--- src/rtl/nic_pkg.sv ---
// Shared constants for the processor-to-mesh network interface controller:
// register map, packet width and the position of the virtual-channel bit.
package nic_pkg;

  localparam int DATA_WIDTH = 64;

  // Memory-mapped register select values seen on the processor address bus.
  localparam logic [1:0] NIC_IN_BUF   = 2'b00;
  localparam logic [1:0] NIC_IN_STAT  = 2'b01;
  localparam logic [1:0] NIC_OUT_BUF  = 2'b10;
  localparam logic [1:0] NIC_OUT_STAT = 2'b11;

  // Bit of each packet that carries its virtual channel.
  localparam int VC_BIT = 0;

endpackage

--- src/rtl/cpu_nic_if.sv ---
// Bundles the processor register port and both router handshake directions.
// The slave modport is the NIC's view; the master modport is the view of the
// environment around it (processor plus router port).
interface cpu_nic_if #(
  parameter int DATA_WIDTH = 64,
  parameter int ADDR_WIDTH = 2
);

  // Processor register access.
  logic [ADDR_WIDTH-1:0] addr;
  logic [DATA_WIDTH-1:0] d_in;
  logic [DATA_WIDTH-1:0] d_out;
  logic                  nicEn;
  logic                  nicWrEn;

  // Outgoing packets towards the router.
  logic                  net_so;
  logic                  net_ro;
  logic [DATA_WIDTH-1:0] net_do;
  logic                  net_polarity;

  // Incoming packets from the router.
  logic                  net_si;
  logic                  net_ri;
  logic [DATA_WIDTH-1:0] net_di;

  modport slave (
    input  addr, d_in, nicEn, nicWrEn,
    input  net_ro, net_polarity, net_si, net_di,
    output d_out, net_so, net_do, net_ri
  );

  modport master (
    output addr, d_in, nicEn, nicWrEn,
    output net_ro, net_polarity, net_si, net_di,
    input  d_out, net_so, net_do, net_ri
  );

endinterface

--- src/rtl/nic_channel_buffer.sv ---
// Single-entry packet buffer with a full flag. A load captures data and sets
// the flag; a clear only drops the flag, so the stale payload stays readable.
// The parent guarantees load is only raised while empty and clear only while
// full, so the two strobes never coincide in practice; load still wins.
module nic_channel_buffer #(
  parameter int DATA_WIDTH = 64
) (
  input  logic                  clk,
  input  logic                  reset,
  input  logic                  load_i,
  input  logic                  clr_i,
  input  logic [DATA_WIDTH-1:0] data_i,
  output logic [DATA_WIDTH-1:0] data_o,
  output logic                  full_o
);

  logic [DATA_WIDTH-1:0] data_q;
  logic                  full_q;
  logic                  full_d;

  // Next value of the full flag from the load/clear strobes.
  always_comb begin
    full_d = full_q;
    if (load_i) begin
      full_d = 1'b1;
    end else if (clr_i) begin
      full_d = 1'b0;
    end
  end

  // Payload and flag registers; reset empties the slot and zeroes the payload.
  always_ff @(posedge clk) begin
    if (reset) begin
      data_q <= '0;
      full_q <= 1'b0;
    end else begin
      if (load_i) begin
        data_q <= data_i;
      end
      full_q <= full_d;
    end
  end

  assign data_o = data_q;
  assign full_o = full_q;

endmodule

--- src/rtl/cpu_nic.sv ---
// Network interface controller between the processor data-memory port and
// the local mesh router port. Holds one outgoing and one incoming packet,
// exposes them through four memory-mapped registers, and exchanges packets
// with the router using valid/ready gated by the router's VC polarity.
module cpu_nic #(
  parameter int DATA_WIDTH = nic_pkg::DATA_WIDTH,
  parameter int ADDR_WIDTH = 2
) (
  input  logic      clk,
  input  logic      reset,
  cpu_nic_if.slave  bus
);

  import nic_pkg::*;

  logic [ADDR_WIDTH-1:0] reg_sel;
  logic                  rd_en;
  logic                  wr_en;

  logic [DATA_WIDTH-1:0] in_buf;
  logic                  in_full;
  logic                  in_load;
  logic                  in_clr;

  logic [DATA_WIDTH-1:0] out_buf;
  logic                  out_full;
  logic                  out_load;
  logic                  out_clr;

  logic                  net_so;
  logic                  net_ri;

  logic [DATA_WIDTH-1:0] d_out_q;
  logic [DATA_WIDTH-1:0] d_out_d;

  assign reg_sel = bus.addr;
  assign rd_en   = bus.nicEn & ~bus.nicWrEn;
  assign wr_en   = bus.nicEn &  bus.nicWrEn;

  // Router handshake. Both valids/readies depend only on registered state
  // (plus polarity for the outgoing side), never on the peer's reply.
  assign net_so = out_full & (out_buf[VC_BIT] == bus.net_polarity);
  assign net_ri = ~in_full;

  // Incoming: capture while empty; a read of the buffer register frees the
  // slot only if it actually holds a packet, so an empty read has no effect.
  assign in_load = bus.net_si & net_ri;
  assign in_clr  = rd_en & (reg_sel == NIC_IN_BUF) & in_full;

  // Outgoing: a processor write is accepted only into an empty slot; a write
  // that races a completing transfer sees the slot still full and is dropped.
  assign out_load = wr_en & (reg_sel == NIC_OUT_BUF) & ~out_full;
  assign out_clr  = net_so & bus.net_ro;

  nic_channel_buffer #(
    .DATA_WIDTH (DATA_WIDTH)
  ) u_in_buf (
    .clk    (clk),
    .reset  (reset),
    .load_i (in_load),
    .clr_i  (in_clr),
    .data_i (bus.net_di),
    .data_o (in_buf),
    .full_o (in_full)
  );

  nic_channel_buffer #(
    .DATA_WIDTH (DATA_WIDTH)
  ) u_out_buf (
    .clk    (clk),
    .reset  (reset),
    .load_i (out_load),
    .clr_i  (out_clr),
    .data_i (bus.d_in),
    .data_o (out_buf),
    .full_o (out_full)
  );

  // Read-data mux; status flags sit in the top bit, idle cycles return zero.
  always_comb begin
    d_out_d = '0;
    if (rd_en) begin
      case (reg_sel)
        NIC_IN_BUF:   d_out_d = in_buf;
        NIC_IN_STAT:  d_out_d = {in_full,  {(DATA_WIDTH-1){1'b0}}};
        NIC_OUT_STAT: d_out_d = {out_full, {(DATA_WIDTH-1){1'b0}}};
        default:      d_out_d = '0;
      endcase
    end
  end

  // Registered read data, presented the cycle after the access.
  always_ff @(posedge clk) begin
    if (reset) begin
      d_out_q <= '0;
    end else begin
      d_out_q <= d_out_d;
    end
  end

  assign bus.d_out  = d_out_q;
  assign bus.net_so = net_so;
  assign bus.net_ri = net_ri;
  assign bus.net_do = out_buf;

endmodule

--- src/flat_wrapper.sv ---
// flat-port wrapper written by rule: the top's interface ports become plain ports
module cpu_nic_flat import nic_pkg::*;
#(
  parameter int DATA_WIDTH = nic_pkg::DATA_WIDTH,
  parameter int ADDR_WIDTH = 2
)
  (clk, reset, bus_addr, bus_d_in, bus_nicEn, bus_nicWrEn, bus_net_ro, bus_net_polarity, bus_net_si, bus_net_di, bus_d_out, bus_net_so, bus_net_do, bus_net_ri);
  cpu_nic_if #(.DATA_WIDTH(DATA_WIDTH), .ADDR_WIDTH(ADDR_WIDTH)) bus_i ();
  input  logic clk;
  input  logic reset;
  input wire logic [$bits(bus_i.addr)-1:0] bus_addr;
  input wire logic [$bits(bus_i.d_in)-1:0] bus_d_in;
  input wire logic [$bits(bus_i.nicEn)-1:0] bus_nicEn;
  input wire logic [$bits(bus_i.nicWrEn)-1:0] bus_nicWrEn;
  input wire logic [$bits(bus_i.net_ro)-1:0] bus_net_ro;
  input wire logic [$bits(bus_i.net_polarity)-1:0] bus_net_polarity;
  input wire logic [$bits(bus_i.net_si)-1:0] bus_net_si;
  input wire logic [$bits(bus_i.net_di)-1:0] bus_net_di;
  output wire logic [$bits(bus_i.d_out)-1:0] bus_d_out;
  output wire logic [$bits(bus_i.net_so)-1:0] bus_net_so;
  output wire logic [$bits(bus_i.net_do)-1:0] bus_net_do;
  output wire logic [$bits(bus_i.net_ri)-1:0] bus_net_ri;
  assign bus_i.addr = bus_addr;
  assign bus_i.d_in = bus_d_in;
  assign bus_i.nicEn = bus_nicEn;
  assign bus_i.nicWrEn = bus_nicWrEn;
  assign bus_i.net_ro = bus_net_ro;
  assign bus_i.net_polarity = bus_net_polarity;
  assign bus_i.net_si = bus_net_si;
  assign bus_i.net_di = bus_net_di;
  assign bus_d_out = bus_i.d_out;
  assign bus_net_so = bus_i.net_so;
  assign bus_net_do = bus_i.net_do;
  assign bus_net_ri = bus_i.net_ri;
  cpu_nic #(.DATA_WIDTH(DATA_WIDTH), .ADDR_WIDTH(ADDR_WIDTH)) u_core (.clk(clk), .reset(reset), .bus(bus_i));
endmodule
--- config.mk ---
export PLATFORM = sky130hd
export DESIGN_NAME = cpu_nic_flat
export DESIGN_NICKNAME = d
export VERILOG_FILES = /design/src/rtl/nic_pkg.sv /design/src/rtl/cpu_nic_if.sv /design/src/rtl/nic_channel_buffer.sv /design/src/rtl/cpu_nic.sv /design/src/flat_wrapper.sv
export SDC_FILE = /design/constraint.sdc
export NUM_CORES = 1
export LEC_CHECK = 0
export ABC_AREA = 1
export BUFFER_PORTS_ARGS = -buffer_cell sky130_fd_sc_hd__buf_2
export CORE_MARGIN = 3
export CORE_UTILIZATION = 51
export CTS_CLUSTER_SIZE = 16
export DETAILED_ROUTE_END_ITERATION = 10
export MAX_ROUTING_LAYER = met4
export PLACE_DENSITY = 0.84
export SLEW_MARGIN = 25
export SYNTH_ARGS = -nofsm -noshare
export SYNTH_HDL_FRONTEND = slang
export SYNTH_HIERARCHICAL = 1
export SYNTH_SLANG_ARGS = --single-unit
--- constraint.sdc ---
create_clock -name clk -period 1.9 [get_ports clk]
set_input_delay 0.095 -clock clk [delete_from_list [all_inputs] [get_ports clk]]
set_output_delay 0.095 -clock clk [all_outputs]
set_load 0.01 [all_outputs]
# [Yosys cells after proc, flatten, opt, wreduce, memory -nomap -nowiden]
# Index checks and enable logic that the tools add are counted.
[classes] n_eq_ne=4 n_mux=5 bitwise=13 n_reduce_logical=4
[op_table] cell="$pmux W64 S3" n=1
[op_table] cell="$and A1 B1 Y1" n=9
[op_table] cell="$eq A2 B2 Y1 const B" n=2
[op_table] cell="$mux W1" n=4
[op_table] cell="$not A1 Y1" n=4
[op_table] cell="$reduce_bool A2 Y1" n=2
[op_table] cell="$eq A2 B1 Y1 const B" n=1
[op_table] cell="$logic_not A2 Y1" n=1
[op_table] cell="$reduce_or A2 Y1" n=1
[op_table] cell="$eq A1 B1 Y1" n=1
[totals] register_bits=194 inputBits=137 wordCells=31

# [Logic depth before layout (Yosys ltp)]
# Gate-level depths: netlist (run 1).
[logic_depth] word_depth=6 depth_mapped=9 ltp_nobuf=7

# [Cells and area by module]
# Netlist (run 1), hierarchy kept.
[modules_own_cells] module="nic_channel_buffer" n_inst=2 cells_per_inst=282 area_per_inst_um2=2296.0
[modules_own_cells] module="cpu_nic" n_inst=1 cells_per_inst=227 area_per_inst_um2=2010.7

# [Worst setup path after synthesis (run 1)]
# No wires, ideal clock.
[synth_timing] kind="reg2reg" start="reg u_core.u_out_buf.full_q, in the netlist u_core/u_out_buf/full_o" end="reg u_core.u_out_buf.data_q[52], in the netlist u_core/u_out_buf/data_o[52]" setup_ns=0.116 t_arrival_ns=1.128 setup_slack_ns=0.656 stages_incl_launch_ff=8 path_buffers=3 synth_period_minus_slack_ns=1.244 cell_sequence="dfxtp_1 -> nor3_1 -> buf_6 -> inv_4 -> buf_8 -> buf_8 -> nor2_2 -> nor2_1"
[synth_via] elab_chain_cells=2
[synth_rtl] item="start, declared" line_no="nic_channel_buffer.sv:18" text="logic full_q;"
[synth_rtl] item="start signal, assigned" line_no="nic_channel_buffer.sv:40" text="full_q <= full_d;"
[synth_rtl] item="$not A1 Y1" line_no="cpu_nic.sv:52" text="assign out_load = wr_en & (reg_sel == NIC_OUT_BUF) & ~out_full;"
[synth_rtl] item="$and A1 B1 Y1" line_no="cpu_nic.sv:52"
[synth_rtl] item="via u_core.out_load" line_no="cpu_nic.sv:27" text="logic out_load;"
[synth_rtl] item="end signal, assigned" line_no="nic_channel_buffer.sv:38" text="data_q <= data_i;"
[synth_rtl] item="end, declared" line_no="nic_channel_buffer.sv:17" text="logic [DATA_WIDTH-1:0] data_q;"
# The timed path passes the listed nets, and every way through them passes these cells.
# A chain may end at the register's enable or synchronous reset.

# [Worst setup path after layout (run 1)]
[layout_timing] start="reg u_core.u_in_buf.full_q, in the netlist u_core/u_in_buf/full_o" end="reg u_core.u_in_buf.data_q[51], in the netlist u_core/u_in_buf/data_o[51]"
[layout_via] elab_chain_cells=2
[layout_rtl] item="start, declared" line_no="nic_channel_buffer.sv:18"
[layout_rtl] item="start signal, assigned" line_no="nic_channel_buffer.sv:40"
[layout_rtl] item="$not A1 Y1" line_no="cpu_nic.sv:43" text="assign net_ri = ~in_full;"
[layout_rtl] item="$and A1 B1 Y1" line_no="cpu_nic.sv:47" text="assign in_load = bus.net_si & net_ri;"
[layout_rtl] item="via u_core.in_load" line_no="cpu_nic.sv:22" text="logic in_load;"
[layout_rtl] item="end signal, assigned" line_no="nic_channel_buffer.sv:38"
[layout_rtl] item="end, declared" line_no="nic_channel_buffer.sv:17"
# The timed path passes the listed nets, and every way through them passes these cells.

==> impl_metrics.tcl, run 1 <==
set metrics [dict create \
    status "finished, final reports clean" \
    core_area_sq_um 12300 \
    placed_cells 1183 \
    final.setup.tns_ns 0 \
    min_period_ns 1.52 \
    die_y_microns 120 \
    hold_buffers 129 \
    clk_pin_slew_ns 0.07 \
    synthTopCellsByArea "dfxtp_1 (59%), nor2_1 (16%), o21ai_0 (9.7%)" \
    dieArea_sq_um 14300 \
    fin_cells 1348 \
    drt.antenna.violating_nets 0 \
    detail_route.wl_per_cell_microns 16.9 \
    yosys.area_share.simple_pct 24.4 \
    final_cell_area_sq_um 9810 \
    die-width_microns 120 \
    critPathMaxFanout 64 \
    grt_pass1_wl_mm 35.7 \
    powerDensity_nw_per_um2 915 \
    wirelength_mm 22.8 \
    dpl_cell_area_sq_um 7890 \
    grt_max_degree 66 \
    drv_slew 0 \
    initial_utilization_pct 53.6 \
    drt-initial-drc-count 746 \
    yosys.area.top_type_share_pct 58.8 \
    synthCells 791 \
    synth_compound_area_share_pct 9.97 \
    cts_sinks 194 \
    worstPathArrival_ns 1.88 \
    nets 1300 \
    grt_pass1_vias 7021 \
    synth_top_family_by_area "simple AND/OR/NAND/NOR gates" \
    setup_viol 0 \
    multi_input_area_sq_um 2280 \
    vdd_drop_max_mv 0.729 \
    via_count 6913 \
    areaGrowthSynthToFinish_pct 48.6 \
    cp_data_required_time_ns 2.26 \
    reg2reg_depth 4 \
    power.share.clock_pct 41.5 \
    cts_tree "built" \
    dp_hpwl_mm 11.8 \
    seq_area_sq_um 3880 \
    nFillCells 725 \
    power_frac_seq_pct 48.1 \
    overflow 0 \
    hold_viol_final 0 \
    drive_gt1_share_pct 30.0 \
    crit_type "flip-flop to flip-flop" \
    ys_seq_area_share_pct 58.8 \
    netlist_area_sq_um 6600 \
    finClkSkew_ns 0.0119 \
    clk_path_buf_depth 2 \
    drcViolationCount 0 \
    portBuffers 266 \
    avgViaCountPerCell 5.13 \
    cts_max_level 4 \
    cts_resized 0 \
    p_sw_uw 2170 \
    synth_adder_area_share_pct 0 \
    synthXorXnorAreaFrac_pct 0 \
    end_kind "flip-flop" \
    fmax_ghz 0.657 \
    antenna_found_initial 3 \
    worst_setup_path_start_kind "flip-flop" \
    rsz0062_at_grt "false" \
    dr.pass1.iters 5 \
    ioPinCount 267 \
    fin_crit_sh_pct 80.1 \
    yosysMostFrequentCell "nor2_1" \
    row_count 40 \
    power.internal_uw 6810 \
    p_leak_uw 0.00470 \
    yosysUniqueCellTypes 20 \
    sw_frac_of_total_pct 24.2 \
    whs_path_depth 5 \
    synth_area_per_cell_sq_um 8.35 \
    hold_path.class "primary input to flip-flop" \
    synth_top_cell_by_area "dfxtp_1" \
    synth.area.mux_share_pct 0 \
    max-slew-margin-rel_pct 48.8 \
    place_ws_ns 0.451 \
    utilization_pct 79.7 \
    cts_inserted_buffers 17 \
    worstSkewPairLatency_ns 0.43 \
    root_buffer "clkbuf_16" \
    post-cts-setup-buffer-count 0 \
    synth-edff-count 0 \
    max_slew.worst_pin.slew_ns 0.769 \
    combPwrFrac_pct 10.3 \
    ys_top_cells_by_count "nor2_1 (288), dfxtp_1 (194), o21ai_0 (128)" \
    synth_nets 928 \
    synth_warnings 6 \
    cap_violations 0 \
    gp_congestion 0.800 \
    fin_ws_ns 0.378 \
    track_usage_pct 32.6 \
    ys_ff_latch 194 \
    synthArstFlopShare_pct 0 \
    synthFlopType "dfxtp_1" \
]
==> critical path: stages, from the launching register on <==
cell and delay, ns:
dfxtp_1 0.38, nor2_4 0.16, buf_4 0.50, o21ai_0 0.26, nor2_1 0.15
==> per-stage QoR <==
stage / hold WS [ns] / total power (uW)
2_1_floorplan: 0.157 / 4790
3_3_place_gp: 0.314 / 5050
3_5_place_dp: 0.323 / 5070
4_1_cts: 0.0356 / 8930
5_1_grt: 0.0734 / 9280
6_report: 0.0566 / 8980
==> flip-flops by register name, summed over array words and instances, names as in the netlist <==
name	flops
u_core/u_out_buf/data_o	64
u_core/u_out_buf/full_o	1
u_core/bus.d_out	64
u_core/u_in_buf/full_o	1
u_core/u_in_buf/data_o	64
==> routing by layer <==
metal | vias up | track usage, % | share of wire [%]
met5 | - | - | 0
li1 | 3227 | - | -
met2 | 429 | 55.1 | 51
met3 | 118 | 8.11 | 7.3
met4 | 0 | 22.5 | 6.5
met1 | 3139 | 33.3 | 35
==> path summary, 6_finish.rpt <==
path | endpoint | start | slack, ns
worst max-delay path | u_core/u_in_buf/data_o[51] | u_core/u_in_buf/full_o | 0.38
worst max register to register | u_core/u_in_buf/data_o[51] | u_core/u_in_buf/full_o | 0.38
worst min-delay path | u_core/bus.d_out[63] | bus_nicEn | 0.06
worst min register to register | u_core/bus.d_out[20] | u_core/u_in_buf/data_o[20] | 0.43
==> logic make-up after synthesis <==
logic type             Yosys count
and+or+nand+nor                401
DFF                            194
AOI/OAI and AO/OA              130
buffers and inverters           66
==> layout make-up <==
cell class	instances	share of cell area (%)
antenna	4	0.102
inverter	14	0.587
sequential	194	39.6
timing repair buffer	405	28.0
clock buffer	18	4.48
tap	168	2.14
multi-input combinational	531	23.3
clock inverter	14	1.84
==> cell usage in the layout, fill, tap and decap left out <==
cell           count
clkinvlp_4         3
clkinv_2           2
inv_8              2
buf_2            266
nor3b_1            1
o21ai_0          128
inv_6              1
clkbuf_8           1
inv_4              2
inv_1              9
bufinv_16          3
a21oi_2            2
nor2_4             2
buf_12             4
inv_2              3
clkinv_4           3
diode_2            4
dlygate4sd3_1    129
nand2_1           70
nor3_2             1
nor2_1           287
clkbuf_16         17
nor4_1             1
nor2_2            35
nand3_1            4
dfxtp_1          194
buf_4              6
==> power groups by stage <==
stage | Clock [uW] | Sequential, uW | Combinational [uW]
floorplan | 0 | 4420 | 375
global placement | 0 | 4400 | 655
detailed placement | 0 | 4410 | 667
CTS | 3740 | 4320 | 879
global route | 3930 | 4340 | 1010
finish | 3730 | 4320 | 926
Note: power is estimated with default switching activity, not from simulation.
==> run 2: changes to the inputs <==
--- a/config.mk
+++ b/config.mk
@@ -8,11 +8,11 @@
 export ABC_AREA = 1
 export BUFFER_PORTS_ARGS = -buffer_cell sky130_fd_sc_hd__buf_2
 export CORE_MARGIN = 3
-export CORE_UTILIZATION = 51
+export CORE_UTILIZATION = 43
 export CTS_CLUSTER_SIZE = 16
 export DETAILED_ROUTE_END_ITERATION = 10
 export MAX_ROUTING_LAYER = met4
-export PLACE_DENSITY = 0.84
+export PLACE_DENSITY = 0.75
 export SLEW_MARGIN = 25
 export SYNTH_ARGS = -nofsm -noshare
 export SYNTH_HDL_FRONTEND = slang
==> constraint.sdc (replaced) <==
create_clock -name clk -period 1.3 [get_ports clk]
set_input_delay 0.065 -clock clk [delete_from_list [all_inputs] [get_ports clk]]
set_output_delay 0.065 -clock clk [all_outputs]
set_load 0.01 [all_outputs]
==> impl_metrics.tcl, run 2 (synthesis results as in run 1) <==
set metrics [dict create \
    fin_cells 1369 \
    hold_viol_final 0 \
    powerDensity_nw_per_um2 1300 \
    ioPinCount 267 \
    reg2reg_depth 5 \
    cpPeakStageDelay_ns 0.34 \
    grt_max_degree 66 \
    dieArea_sq_um 16900 \
    via_count 6506 \
    whs_path_depth 5 \
    track_usage_pct 23.9 \
    detail_route.wl_per_cell_microns 14.6 \
    cts_tree "built" \
    portBuffers 266 \
    clk_pin_slew_ns 0.07 \
    worst_setup_path_start_kind "flip-flop" \
    dp_hpwl_mm 11.6 \
    status "finished, final reports clean" \
    final.setup.tns_ns 0 \
    grt_pass1_vias 6386 \
    cp_slowest_cell "dfxtp_2" \
    use_met1_pct 26.6 \
    cap_violations 0 \
    crit_chain "buf_4 -> nand2_2 -> nor2_2 -> buf_2" \
    worstPathArrival_ns 1.18 \
    wirelength_mm 20.0 \
    die_y_microns 130 \
    dpl_cell_area_sq_um 7990 \
    use_met3_pct 5.28 \
    nets 1307 \
    overflow 0 \
    final_common_cell "nor2_1" \
    dr.pass1.iters 5 \
    drt-initial-drc-count 502 \
    drv_slew 0 \
    met2_usage_pct 38.9 \
    post-cts-setup-buffer-count 0 \
    areaGrowthSynthToFinish_pct 49.9 \
    finClkSkew_ns 0.00722 \
    cts_inserted_buffers 17 \
    grt_pass1_wl_mm 30.8 \
    hold_path.class "primary input to flip-flop" \
    end_kind "primary output" \
    drive_gt1_share_pct 30.3 \
    crit_path_start "u_core/u_out_buf/full_o" \
    fin_crit_sh_pct 95.8 \
    gp_congestion 0.778 \
    placed_cells 1206 \
    final_cell_area_sq_um 9890 \
    drcViolationCount 0 \
    busiest_layer "met2" \
    min_period_ns 1.25 \
    drt.antenna.violating_nets 0 \
    rsz0062_at_grt "true" \
    row_count 44 \
    max-slew-margin-rel_pct 64.9 \
    path_buf_inv 2 \
    cts_sinks 194 \
    crit_type "flip-flop to primary output" \
    initial_utilization_pct 44.8 \
    avgViaCountPerCell 4.75 \
    fmax_ghz 0.803 \
    worstSkewPairLatency_ns 0.43 \
    p_total_uw 12900 \
    p_leak_uw 0.00473 \
    root_buffer "clkbuf_16" \
    path_delay_family "flip-flops" \
    hp-start "bus_nicEn" \
    core_area_sq_um 14800 \
    vdd_drop_max_mv 0.834 \
    setup_viol 0 \
    cts_max_level 4 \
    die-width_microns 130 \
    antenna_found_initial 1 \
    cp_data_required_time_ns 1.24 \
    max_slew.worst_pin.slew_ns 0.526 \
    timing.rr.start "u_core/u_out_buf/full_o" \
    critPathMaxFanout 3 \
    final_cell_mix "nor2_1 (286), buf_2 (266), dfxtp_1 (193)" \
    clk_path_buf_depth 2 \
    worstSetupPathDepth 4 \
]
-- run 2: cell count changes in the layout (fill, tap and decap cells not counted), sizes merged --
| cell | before | now |
|---|---|---|
| clkbuf | 18 | 25 |
| diode | 4 | 2 |
| inv | 17 | 15 |
| buf | 276 | 283 |
| clkinvlp | 3 | 2 |
| clkinv | 5 | 2 |
| bufinv | 3 | 2 |
-- run 2: per-layer routing --
layer,share of wire (%),routed length (microns)
met5,0,0
met4,5.1,1010
met3,5.8,1170
met2,50,9900
met1,40,7920
-- run 2: worst paths after layout --
| path | endpoint | slack, ns |
|---|---|---|
| worst min-delay path | u_core/bus.d_out[63] | 0.04 |
| worst max-delay path | bus_net_so | 0.05 |
| worst min register to register | u_core/bus.d_out[15] | 0.44 |
| worst max register to register | u_core/u_out_buf/data_o[32] | 0.09 |
-- run 2: layout make-up --
class	instances	area, sq um
multi-input combinational	531	2290
inverter	14	60.1
timing repair buffer	412	2830
sequential	194	3880
fill	1108	4860
clock inverter	7	97.6
tap	184	230
antenna	2	5.00
clock buffer	25	495
-- run 2: worst register-to-register path: stages (launching register included) --
cell	delay, ns
dfxtp_2	0.33
nor3_2	0.14
buf_4	0.17
buf_4	0.24
o21ai_0	0.15
nor2_1	0.12
-- run 2: repair_timing --
item                                    CTS  global route
resized for setup                         1             5
pin swaps                                 0             1
endpoints found under the hold margin   130             0
endpoints found under the setup margin    1            10
hold buffers                            129             0
-- run 2: report_power, final --
group / switching, uW / internal [uW] / total (uW) / leakage, uW
logic: 667 / 661 / 1330 / 0.00287
clock network: 2190 / 3050 / 5240 / 0.000284
registers: 111 / 6200 / 6310 / 0.00158
-- run 2: stage by stage --
| stage | util, % | hold slack (ns) | worst slack (ns) |
|---|---|---|---|
| global route | 67.0 | 0.0659 | -0.00647 |
| finish | 67.1 | 0.0379 | 0.0544 |
| CTS | 66.9 | 0.0250 | 0.0367 |
| detailed placement | 54.1 | 0.291 | 0.0107 |
| global placement | 54.1 | 0.285 | 0.0646 |
| floorplan | - | 0.127 | 0.0562 |
==> run 3: changes to the inputs <==
==> constraint.sdc (replaced) <==
create_clock -name clk -period 1.3 [get_ports clk]
set_input_delay 0.065 -clock clk [delete_from_list [all_inputs] [get_ports clk]]
set_output_delay 0.065 -clock clk [all_outputs]
set_load 0.02 [all_outputs]
==> impl_metrics.tcl, run 3 (synthesis results as in run 1) <==
set metrics [dict create \
    status "finished, final reports clean" \
    cts_max_level 4 \
    powerDensity_nw_per_um2 1310 \
    max-slew-margin-rel_pct 64.7 \
    final_common_cell "nor2_1" \
    cts_tree "built" \
    die_y_microns 130 \
    whs_path_depth 5 \
    cts_inserted_buffers 17 \
    max_slew.worst_pin.slew_ns 0.530 \
    drt-initial-drc-count 495 \
    drive_gt1_share_pct 30.3 \
    worstPathArrival_ns 1.20 \
    gp_congestion 0.778 \
    rsz0062_at_grt "true" \
    die-width_microns 130 \
    worstSkewPairLatency_ns 0.42 \
    hold_viol_final 0 \
    min_period_ns 1.26 \
    portBuffers 266 \
    end_kind "primary output" \
    utilization_pct 67.1 \
    dp_hpwl_mm 11.6 \
    reg2reg_depth 5 \
    sw_frac_of_total_pct 23.3 \
    hold_path.class "primary input to flip-flop" \
    ioPinCount 267 \
    p_leak_uw 0.00473 \
    combPwrFrac_pct 10.8 \
    clk_pin_slew_ns 0.07 \
    fmax_ghz 0.792 \
    initial_utilization_pct 44.8 \
    critPathMaxFanout 3 \
    power_frac_seq_pct 48.8 \
    drcViolationCount 0 \
    cts_sinks 194 \
    grt_pass1_wl_mm 30.8 \
    antenna_found_initial 1 \
    finClkSkew_ns 0.00702 \
    dieArea_sq_um 16900 \
    root_buffer "clkbuf_16" \
    worst_setup_path_start_kind "flip-flop" \
    grt_max_degree 66 \
    fin_crit_sh_pct 97.1 \
    placed_cells 1206 \
    cpPeakStageDelay_ns 0.34 \
    avgViaCountPerCell 4.74 \
    areaGrowthSynthToFinish_pct 50.0 \
    path_buf_inv 2 \
    vdd_drop_max_mv 0.831 \
    path_delay_family "flip-flops" \
    cp_data_required_time_ns 1.24 \
    wirelength_mm 19.9 \
    core_area_sq_um 14800 \
    setup_viol 0 \
    clk_path_buf_depth 2 \
    grt_pass1_vias 6386 \
    via_count 6483 \
    dr.pass1.iters 5 \
    overflow 0 \
    detail_route.wl_per_cell_microns 14.5 \
    crit_type "flip-flop to primary output" \
    final_cell_mix "nor2_1 (286), buf_2 (265), dfxtp_1 (193)" \
    crit_chain "buf_4 -> nand2_2 -> nor2_2 -> buf_6" \
    worstSetupPathDepth 4 \
    track_usage_pct 23.9 \
    cp_slowest_cell "dfxtp_2" \
    row_count 44 \
    post-cts-setup-buffer-count 0 \
    power.share.clock_pct 40.4 \
    drt.antenna.violating_nets 0 \
    fin_cells 1369 \
    drv_slew 0 \
    p_sw_uw 3020 \
    cap_violations 0 \
    power.internal_uw 9910 \
    nets 1307 \
]
run 3: per-layer routing:
metal / vias to the layer above / GRT usage [%] / share of wire (%)
met5: - / - / 0
met4: 0 / 14.7 / 4.9
met3: 77 / 5.28 / 5.8
met2: 271 / 38.9 / 50
met1: 2904 / 26.6 / 40
li1: 3231 / - / -
run 3: power groups by stage:
stage	Combinational (uW)	Sequential, uW	Clock, uW
2_1_floorplan	550	6520	0
3_3_place_gp	1050	6430	0
3_5_place_dp	1050	6440	0
4_1_cts	1360	6300	5330
5_1_grt	1530	6330	5580
6_report	1390	6310	5230
run 3: final timing paths:
| path | end | from | slack (ns) |
|---|---|---|---|
| worst max register to register | u_core/u_out_buf/data_o[32] | u_core/u_out_buf/full_o | 0.08 |
| worst min-delay path | u_core/bus.d_out[63] | bus_nicEn | 0.04 |
| worst min register to register | u_core/bus.d_out[15] | u_core/u_in_buf/data_o[15] | 0.44 |
| worst max-delay path | bus_net_so | u_core/u_out_buf/full_o | 0.04 |
run 3: final cells by class:
cell class              instances  area [sq um]
fillers                      1109          4850
inverters                      14          60.1
well taps                     184           230
clock buffers                  25           495
flip-flops and latches        194          3880
clock inverters                 7          97.6
repair buffers                412          2840
diodes                          2          5.00
multi-input cells             531          2290
run 3: metrics by stage:
stage	TNS, ns	hold WS, ns	power [uW]	area, sq um	setup slack (ns)
final	0	0.0389	12900	9900	0.0372
after floorplan	0	0.127	7070	6600	0.0562
after detailed placement	0	0.291	7490	7990	0.0107
after global placement	0	0.285	7470	7990	0.0646
after global routing	-0.0265	0.0659	13400	9900	-0.0265
after CTS	0	0.0250	13000	9880	0.00339
run 3: repair_timing:
action                                 4_1_cts  5_1_grt
gates cloned                                 0        0
endpoints found under the hold margin      130        0
pin swaps                                    0        1
hold buffers                               129        0
setup endpoints to repair                    1       10
resized for setup                            1        7
run 3: worst register-to-register path, stage by stage (launching register included):
cell     delay, ns
dfxtp_2       0.33
nor3_2        0.14
buf_4         0.17
buf_4         0.24
o21ai_0       0.16
nor2_1        0.12
